==> config.mk <==
export PLATFORM = sky130hd
export DESIGN_NAME = comma_aligner_flat
export DESIGN_NICKNAME = d
export VERILOG_FILES = /design/src/rtl/comma_aligner_pkg.sv /design/src/rtl/comma_aligner_if.sv /design/src/rtl/comma_finder.sv /design/src/rtl/comma_aligner.sv /design/src/flat_wrapper.sv
export SDC_FILE = /design/constraint.sdc
export NUM_CORES = 1
export LEC_CHECK = 0
export CORE_MARGIN = 5
export CORE_UTILIZATION = 50
export DETAILED_ROUTE_END_ITERATION = 6
export PLACE_DENSITY = 0.85
export SLEW_MARGIN = 20
export SYNTH_ARGS = -nofsm -noshare
export SYNTH_HDL_FRONTEND = slang
export SYNTH_HIERARCHICAL = 1
export SYNTH_SLANG_ARGS = --single-unit
==> constraint.sdc <==
create_clock -name clk -period 2.6 [get_ports clk]
set_input_delay 0.26 -clock clk [delete_from_list [all_inputs] [get_ports clk]]
set_output_delay 0.26 -clock clk [all_outputs]
set_load 0.005 [all_outputs]
==> src/rtl/comma_aligner_pkg.sv <==
// Shared 8b/10b constants, FSM state type and small helpers for the comma aligner.
package comma_aligner_pkg;

  localparam logic [9:0] K28_5_RDN = 10'b0011111010;
  localparam logic [9:0] K28_5_RDP = 10'b1100000101;
  localparam logic [6:0] COMMA_P   = 7'b0011111;
  localparam logic [6:0] COMMA_N   = 7'b1100000;
  localparam logic [5:0] K28_6B_N  = 6'b001111;
  localparam logic [5:0] K28_6B_P  = 6'b110000;

  typedef enum logic [1:0] {
    StHunt,
    StVerify,
    StLocked
  } state_e;

  // True when the abcdei sub-block is one of the two K28 encodings.
  function automatic logic is_k28(input logic [9:0] code);
    return (code[9:4] == K28_6B_N) || (code[9:4] == K28_6B_P);
  endfunction

  function automatic logic [3:0] sat_inc(input logic [3:0] cnt);
    return (cnt == 4'hF) ? cnt : cnt + 4'd1;
  endfunction

endpackage

==> src/rtl/comma_aligner_if.sv <==
// Raw-word input and aligned-symbol output bundle of the comma aligner.
interface comma_aligner_if;

  logic [9:0] rx_data;
  logic       rx_valid;
  logic [9:0] sym_out;
  logic       sym_k;
  logic       sym_valid;
  logic       locked;
  logic [3:0] align_offset;

  modport master (
    output rx_data, rx_valid,
    input  sym_out, sym_k, sym_valid, locked, align_offset
  );

  modport slave (
    input  rx_data, rx_valid,
    output sym_out, sym_k, sym_valid, locked, align_offset
  );

endinterface

==> src/rtl/comma_finder.sv <==
// Combinational comma search over a 20-bit window; offset o tests win[19-o -: 7].
module comma_finder
  import comma_aligner_pkg::*;
(
  input  logic [19:0] win_i,
  output logic        hit_o,
  output logic [3:0]  hit_offset_o,
  output logic [9:0]  hit_vec_o
);

  always_comb begin
    hit_vec_o = '0;
    for (int o = 0; o < 10; o++) begin
      hit_vec_o[o] = (win_i[19-o -: 7] == COMMA_P) || (win_i[19-o -: 7] == COMMA_N);
    end
  end

  // Scan downwards so the lowest hitting offset is the last one written.
  always_comb begin
    hit_offset_o = '0;
    for (int o = 9; o >= 0; o--) begin
      if (hit_vec_o[o]) begin
        hit_offset_o = 4'(o);
      end
    end
  end

  assign hit_o = |hit_vec_o;

endmodule

==> src/rtl/comma_aligner.sv <==
// Comma-based word aligner: HUNT/VERIFY/LOCKED FSM feeding a registered symbol output.
module comma_aligner
  import comma_aligner_pkg::*;
#(
  parameter int unsigned COMMA_CONFIRM = 3,
  parameter int unsigned LOSS_THRESH   = 4
) (
  input logic           clk,
  input logic           rst,
  comma_aligner_if.slave bus
);

  localparam logic [3:0] ConfirmCnt = 4'(COMMA_CONFIRM);
  localparam logic [3:0] LossCnt    = 4'(LOSS_THRESH);

  state_e     state_q, state_d;
  logic [9:0] prev_q;
  logic [3:0] conf_q, conf_d;
  logic [3:0] miss_q, miss_d;
  logic [3:0] off_q, off_d;
  logic [9:0] sym_out_q, sym_out_d;
  logic       sym_k_q, sym_k_d;
  logic       sym_valid_q, sym_valid_d;

  logic [19:0] win;
  logic        hit;
  logic [3:0]  hit_offset;
  logic [9:0]  hit_vec;
  logic        aligned_hit;
  logic [9:0]  cand;
  logic [3:0]  conf_inc;
  logic [3:0]  miss_inc;

  assign win = {prev_q, bus.rx_data};

  comma_finder u_finder (
    .win_i        (win),
    .hit_o        (hit),
    .hit_offset_o (hit_offset),
    .hit_vec_o    (hit_vec)
  );

  assign aligned_hit = hit_vec[off_q];
  assign conf_inc    = sat_inc(conf_q);
  assign miss_inc    = sat_inc(miss_q);

  always_comb begin
    cand = '0;
    for (int o = 0; o < 10; o++) begin
      if (off_q == 4'(o)) begin
        cand = win[19-o -: 10];
      end
    end
  end

  always_comb begin
    state_d = state_q;
    conf_d  = conf_q;
    miss_d  = miss_q;
    off_d   = off_q;
    if (bus.rx_valid) begin
      case (state_q)
        StHunt: begin
          if (hit) begin
            off_d  = hit_offset;
            conf_d = 4'd1;
            if (ConfirmCnt <= 4'd1) begin
              state_d = StLocked;
              miss_d  = '0;
            end else begin
              state_d = StVerify;
            end
          end
        end
        StVerify: begin
          if (aligned_hit) begin
            conf_d = conf_inc;
            if (conf_inc >= ConfirmCnt) begin
              state_d = StLocked;
              miss_d  = '0;
            end
          end else if (hit) begin
            state_d = StHunt;
            conf_d  = '0;
          end
        end
        StLocked: begin
          // An aligned comma wins over a simultaneous misaligned one.
          if (aligned_hit) begin
            miss_d = '0;
          end else if (hit) begin
            miss_d = miss_inc;
            if (miss_inc >= LossCnt) begin
              state_d = StHunt;
            end
          end
        end
        default: state_d = StHunt;
      endcase
    end
  end

  always_comb begin
    sym_out_d   = sym_out_q;
    sym_k_d     = sym_k_q;
    sym_valid_d = 1'b0;
    if (bus.rx_valid && (state_q == StLocked)) begin
      sym_out_d   = cand;
      sym_k_d     = is_k28(cand);
      sym_valid_d = 1'b1;
    end
  end

  always_ff @(posedge clk) begin
    if (rst) begin
      state_q     <= StHunt;
      prev_q      <= '0;
      conf_q      <= '0;
      miss_q      <= '0;
      off_q       <= '0;
      sym_out_q   <= '0;
      sym_k_q     <= 1'b0;
      sym_valid_q <= 1'b0;
    end else begin
      state_q     <= state_d;
      prev_q      <= bus.rx_valid ? bus.rx_data : prev_q;
      conf_q      <= conf_d;
      miss_q      <= miss_d;
      off_q       <= off_d;
      sym_out_q   <= sym_out_d;
      sym_k_q     <= sym_k_d;
      sym_valid_q <= sym_valid_d;
    end
  end

  assign bus.sym_out      = sym_out_q;
  assign bus.sym_k        = sym_k_q;
  assign bus.sym_valid    = sym_valid_q;
  assign bus.locked       = (state_q == StLocked);
  assign bus.align_offset = off_q;

endmodule

==> src/flat_wrapper.sv <==
// flat-port wrapper written by rule: the top's interface ports become plain ports
module comma_aligner_flat import comma_aligner_pkg::*;
#(
  parameter int unsigned COMMA_CONFIRM = 3,
  parameter int unsigned LOSS_THRESH   = 4
)
  (clk, rst, bus_rx_data, bus_rx_valid, bus_sym_out, bus_sym_k, bus_sym_valid, bus_locked, bus_align_offset);
  comma_aligner_if bus_i ();
  input logic clk;
  input logic rst;
  input wire logic [$bits(bus_i.rx_data)-1:0] bus_rx_data;
  input wire logic [$bits(bus_i.rx_valid)-1:0] bus_rx_valid;
  output wire logic [$bits(bus_i.sym_out)-1:0] bus_sym_out;
  output wire logic [$bits(bus_i.sym_k)-1:0] bus_sym_k;
  output wire logic [$bits(bus_i.sym_valid)-1:0] bus_sym_valid;
  output wire logic [$bits(bus_i.locked)-1:0] bus_locked;
  output wire logic [$bits(bus_i.align_offset)-1:0] bus_align_offset;
  assign bus_i.rx_data = bus_rx_data;
  assign bus_i.rx_valid = bus_rx_valid;
  assign bus_sym_out = bus_i.sym_out;
  assign bus_sym_k = bus_i.sym_k;
  assign bus_sym_valid = bus_i.sym_valid;
  assign bus_locked = bus_i.locked;
  assign bus_align_offset = bus_i.align_offset;
  comma_aligner #(.COMMA_CONFIRM(COMMA_CONFIRM), .LOSS_THRESH(LOSS_THRESH)) u_core (.clk(clk), .rst(rst), .bus(bus_i));
endmodule
==> Word-level counts from Yosys, hierarchy flattened <==
Cells that the tools add are included.
Widths: inputs -> output; s select.
{ "word_totals": {"in_bits": 13, "regBits": 36, "word_cells": 120} }
{ "classes": {"reduce_logical": 21, "addsub": 2, "muxes": 42, "n_lt_le_gt_ge": 3, "eq_ne": 44} }
{ "ops": {"columns": ["cell", "count"], "rows": [
  ["$mux 10", 10],
  ["$mux 4", 19],
  ["$eq 7x5->1 const B", 10],
  ["$eq 7x7->1 const B", 10],
  ["$eq 4x3->1 const B", 4],
  ["$eq 4x4->1 const B", 4],
  ["$pmux 4 s2", 2],
  ["$mux 2", 7],
  ["$logic_or 1x1->1", 11],
  ["$ne 2x1->1 const B", 5],
  ["$reduce_or 10->1", 1],
  ["$add 4x1->4 const B", 2],
  ["$eq 4x2->1 const B", 2],
  ["$reduce_and 7->1", 1],
  ["$eq 6x4->1 const B", 1],
  ["$eq 6x6->1 const B", 1],
  ["$ne 3x1->1 const B", 2],
  ["$pmux 2 s3", 1],
  ["$lt 4x5->1 const B", 1],
  ["$reduce_and 5->1", 1],
  ["$bmux 1 s4", 1],
  ["$eq 4x1->1 const B", 1],
  ["$ge 4x2->1 const B", 1],
  ["$ge 4x3->1 const B", 1],
  ["11 further kinds", 13]
]} }

==> Logic depth before layout (Yosys ltp) <==
{ "logic_depth": {"word_depth": 13, "mapped_depth": 11, "depth_no_buf": 10} }

==> Hierarchy <==
Netlist, hierarchy kept.
{ "by_module_without_submodules": {"columns": ["module", "instances", "seq_area_each_um2", "area_each_um2", "cells_each"], "rows": [
  ["comma_aligner", 1, 720.7, 2615.0, 315],
  ["comma_finder", 1, 0.0, 533.0, 75]
]} }

==> Worst setup path after synthesis <==
OpenSTA, ideal clock, no wires.
{ "synth_timing": {"kind": "flip-flop to flip-flop", "start": "register u_core.prev_q[1]", "end": "register u_core.miss_q[1]", "path_stages_with_launch": 12, "period_less_slack_ns": 2.675, "required_ns": 2.476, "path_slack_ns": -0.075, "setup_time_ns": 0.124, "t_arrival_ns": 2.551, "path_cell_list": "dfxtp_1 > buf_6 > or4_4 > o32ai_4 > nor4_2 > and4_4 > nand2_1 > inv_1 > a21o_1 > a211oi_2 > mux2i_1 > nor2_1"} }
{ "synth_lines": {"columns": ["item", "line", "source"], "rows": [
  ["start, declared", "comma_aligner.sv:17", "logic [9:0] prev_q;"],
  ["start signal, assigned", "comma_aligner.sv:126", "prev_q <= bus.rx_valid ? bus.rx_data : prev_q;"],
  ["$eq 7x5->1 or $eq 7x7->1 (tied branches)", "comma_finder.sv:14", "hit_vec_o[o] = (win_i[19-o -: 7] == COMMA_P) || (win_i[19-o -: 7] == COMMA_N);"],
  ["$logic_or 1x1->1 (*)", "comma_finder.sv:14", null],
  ["net u_core.hit_vec[5]", "comma_aligner.sv:28", "logic [9:0] hit_vec;"],
  ["$reduce_or 10->1 (*)", "comma_finder.sv:28", "assign hit_o = |hit_vec_o;"],
  ["net u_core.hit", "comma_aligner.sv:26", "logic hit;"],
  ["$ne 3x1->1 (no source line) (*)", null, null],
  ["$reduce_and 5->1 (no source line) (*)", null, null],
  ["end signal, assigned", "comma_aligner.sv:128", "miss_q <= miss_d;"],
  ["end, declared", "comma_aligner.sv:19", "logic [3:0] miss_q, miss_d;"]
]} }
The timed path passes the listed nets; every way through them passes the cells marked *. The select of a mux whose other input is x is not followed.
A chain may end at the register's enable or synchronous reset.

==> Worst setup path after layout <==
{ "layout_timing": {"start": "register u_core.prev_q[1]", "end": "register u_core.state_q[0]"} }
{ "layout_via": {"elab_chain_cells": 6} }
{ "layout_rtl": {"columns": ["item", "line", "source"], "rows": [
  ["$eq 7x5->1 or $eq 7x7->1 (tied branches)", "comma_finder.sv:14", null],
  ["$logic_or 1x1->1 (*)", "comma_finder.sv:14", null],
  ["net u_core.hit_vec[2]", "comma_aligner.sv:28", null],
  ["$bmux 1 s4", "comma_aligner.sv:43", "assign aligned_hit = hit_vec[off_q];"],
  ["$mux 1 (implied by the code)", "comma_aligner.sv:43", null],
  ["$ne 3x3->1 (no source line) (tied with other cells)", null, null],
  ["$reduce_and 7->1 (no source line) or $pmux 2 s3 (tied branches)", null, null],
  ["end signal, assigned", "comma_aligner.sv:116", "state_q <= StHunt;"],
  ["end signal, assigned", "comma_aligner.sv:125", "state_q <= state_d;"],
  ["end, declared", "comma_aligner.sv:16", "state_e state_q, state_d;"]
]} }
Marks and branches as above.

==> impl_metrics.csv <==
group,metric,value,unit
synthesis,synthSimpleGateAreaFrac,26.2,%
power_and_ir_drop,power.internal,0.000991,W
cells_and_area,drive_above_1_share,26.0,%
place,gp_congestion,0.987,
critical_path,critPathRequiredTime,2.83,ns
synthesis,netlist_instances,390,
timing,final.min_clock_period,2.80,ns
cells_and_area,areaGrowthSynthToFinish,30.8,%
power_and_ir_drop,combPwrFrac,22.5,%
cells_and_area,nNetsFinal,474,
global_routing,grt_max_degree,39,
die,initial_core_util,50.4,%
status,failed_checks,"negative setup slack",
clock_tree,clock_path_buffers,2,
route,drt-initial-drc-count,364,
synthesis,seq_area_frac_synth,22.9,%
timing,tightestPinTransition,0.497,ns
synthesis,ys_async_sr_fraction,0,%
route,antenna_left,0,
power_and_ir_drop,powerDensity,345,nW/um^2
route,wl_per_cell,19.3,um
timing,slew_viol_final,0,
power_and_ir_drop,p_clk_share,36.1,%
route,drt_first_pass_iters,5,
clock_tree,h-tree-depth,2,
power_and_ir_drop,p_leak,1.52,nW
critical_path,critPathKind,"register to register",
die,dieHeight,89.3,um
timing,min_period_over_period,108,%
synthesis,syn_area,3150,um^2
die,std_cell_rows,29,
critical_path,arrival,3.03,ns
synthesis,synth_compound_area_share,26.2,%
clock_tree,clk_transition_reported_paths,0.08,ns
synthesis,synth-xor-area-share,0.278,%
place,placed_cells,515,
clock_tree,cts_made_buffers,5,
global_routing,grt_pass1_wl,16000,um
die,die_w,89.3,um
timing,grt_setup_unrepaired,"true",
place,port_buffers,29,
route,num_vias,3593,
power_and_ir_drop,p_switching,0.000429,W
run,maxCapViolations,0,
global_routing,track_usage,25.3,%
cells_and_area,final_cell_count_no_fill,534,
critical_path,crit_fanout,5,
power_and_ir_drop,swShare,30.2,%
route,vias_per_cell,6.73,
timing,setup-violations-final,9,
timing,clock_skew,0.00990,ns
route,drc_errors,0,
synthesis,synthFlopType,"dfxtp_1",
place,dp_hpwl,6830,um
global_routing,grt.overflow.total,0,
cells_and_area,fill_cells,500,
clock_tree,cts_root_buffer,"clkbuf_8",
clock_tree,cts.sinks,36,
synthesis,synthDistinctLibCells,81,
global_routing,first_global_vias,3319,
status,status,"complete, but fails checks",
timing,fin_hold_ws,0.452,ns
synthesis,yosysWarnings,6,
die,num_io_pins,30,
timing,hold_viol,0,
synthesis,synthMuxAreaShare,16.1,%
power_and_ir_drop,seqPwrFrac,41.4,%
cells_and_area,final_cell_mix,"56 x buf_4, 42 x nor2_1, 29 x dfxtp_1, 28 x mux2i_1, 28 x nand2_1",
clock_tree,clk_latency,0.30,ns
synthesis,synth_top_family_by_area,"simple AND/OR/NAND/NOR gates",
clock_tree,hold_buffers,0,
cells_and_area,num_antenna_cells,0,
synthesis,yosys.area_share.adder,1.99,%
hold_path,hold_class,"input port to register",
clock_tree,cts_tree,"built",
timing,setup_ws,-0.199,ns
critical_path,cp-end-kind,"register",
die,dieArea,7980,um^2
synthesis,synth_edf_count,0,
synthesis,synth_nets,408,
cells_and_area,final_common_cell,"buf_4",
critical_path,start_kind,"register",
synthesis,synth-seq-cells,36,
timing,fmax,357,MHz
die,core_area,6240,um^2
route,wl,10300,um
power_and_ir_drop,ir_drop,226,uV
global_routing,antenna_found_initial,0,
synthesis,postSynthAreaPerCell,8.07,um^2
timing,max-slew-margin-rel,66.7,%
## synth_stat cells (all sizes together), types with 8 or more instances
master	instances	area, um^2
mux2	8	90.1
nand3	9	45.0
o21ai	22	110
nor3	8	40.0
a31oi	8	50.1
o211ai	8	60.1
dfxtp	36	721
mux2i	28	280
nor2b	8	57.6
buf	15	91.3
a21oi	24	131
inv	13	48.8
nor2	45	179
clkbuf	16	60.1
nand2	29	109
## worst max-delay path: stages, from the launching register on
cell and delay (ns):
dfxtp_4 0.38, buf_4 0.15, nand4_1 0.08, nor4_2 0.05, a31oi_1 0.24, inv_1 0.10
mux4_2 0.48, o22a_1 0.26, a21o_1 0.24, buf_6 0.14, a311oi_2 0.25, buf_4 0.18
o21ai_1 0.06, a21oi_1 0.13
## sequential cells by signal, summed over array words and instances, names as in the netlist
| register | flops |
|---|---|
| u_core/bus.align_offset | 4 |
| u_core/bus.sym_k | 1 |
| u_core/bus.sym_out | 10 |
| u_core/bus.sym_valid | 1 |
| u_core/conf_q | 4 |
| u_core/miss_q | 4 |
| u_core/prev_q | 10 |
| u_core/state_q | 2 |
## routing by layer
layer  wire length (um)  track usage (%)
met2               4980             42.5
met5                  0                0
met3                793             4.15
met1               4110             30.9
met4                415             12.9
## power groups by stage
stage               sequential [W]  combinational [W]  clock (W)
floorplan                 0.000590           0.000172          0
global route              0.000590           0.000340   0.000549
detailed placement        0.000599           0.000280          0
global placement          0.000597           0.000271          0
CTS                       0.000585           0.000293   0.000520
finish                    0.000588           0.000319   0.000513
## metrics by stage
| stage | util [%] | power (W) | instance area (um^2) | setup TNS (ns) | setup slack [ns] |
|---|---|---|---|---|---|
| finish | 66.0 | 0.00142 | 4120 | -1.05 | -0.199 |
| global route | 66.0 | 0.00148 | 4120 | -2.08 | -0.295 |
| CTS | 63.9 | 0.00140 | 3990 | -0.120 | -0.0591 |
| detailed placement | 60.7 | 0.000878 | 3790 | -3.63 | -0.397 |
| global placement | 60.7 | 0.000868 | 3790 | -2.42 | -0.266 |
| floorplan | - | 0.000762 | 3170 | -0.0156 | -0.0156 |
## worst paths after layout
check / from / end / slack [ns] / depth (start not counted)
max reg2reg: u_core/prev_q[1] / u_core/state_q[0] / -0.20 / 13
max: u_core/prev_q[1] / u_core/state_q[0] / -0.20 / 13
min: bus_rx_data[9] / u_core/prev_q[9] / 0.45 / 3
min reg2reg: u_core/bus.sym_out[2] / u_core/bus.sym_out[2] / 0.46 / 2
## cell type report
| cell class | count | area, um^2 | share of cell area (%) |
|---|---|---|---|
| Multi-Input combinational cell | 309 | 2340 | 56.9 |
| Timing Repair Buffer | 90 | 776 | 18.8 |
| Sequential cell | 36 | 737 | 17.9 |
| Tap cell | 77 | 96.3 | 2.34 |
| Clock buffer | 5 | 68.8 | 1.67 |
| Inverter | 14 | 52.6 | 1.28 |
| Clock inverter | 3 | 42.5 | 1.03 |
## cells by family (layout without fill, tap and decap cells)
family                   after synthesis  count (layout)
flip-flops                            36              36
adder cells (fa/ha/maj)                5               5
buffers and inverters                 45             112
XOR/XNOR                               1               1
AO/OA/AOI/OAI                        111             111
multiplexers                          42              42
AND/OR/NAND/NOR                      150             150
## timing repair
| item | 4_1_cts | 5_1_grt |
|---|---|---|
| setup endpoints to repair | 9 | 13 |
| pin swaps | 10 | 12 |
| buffers inserted | 6 | 5 |
| gates resized for setup | 18 | 22 |
(Power assumes the default switching activity.)
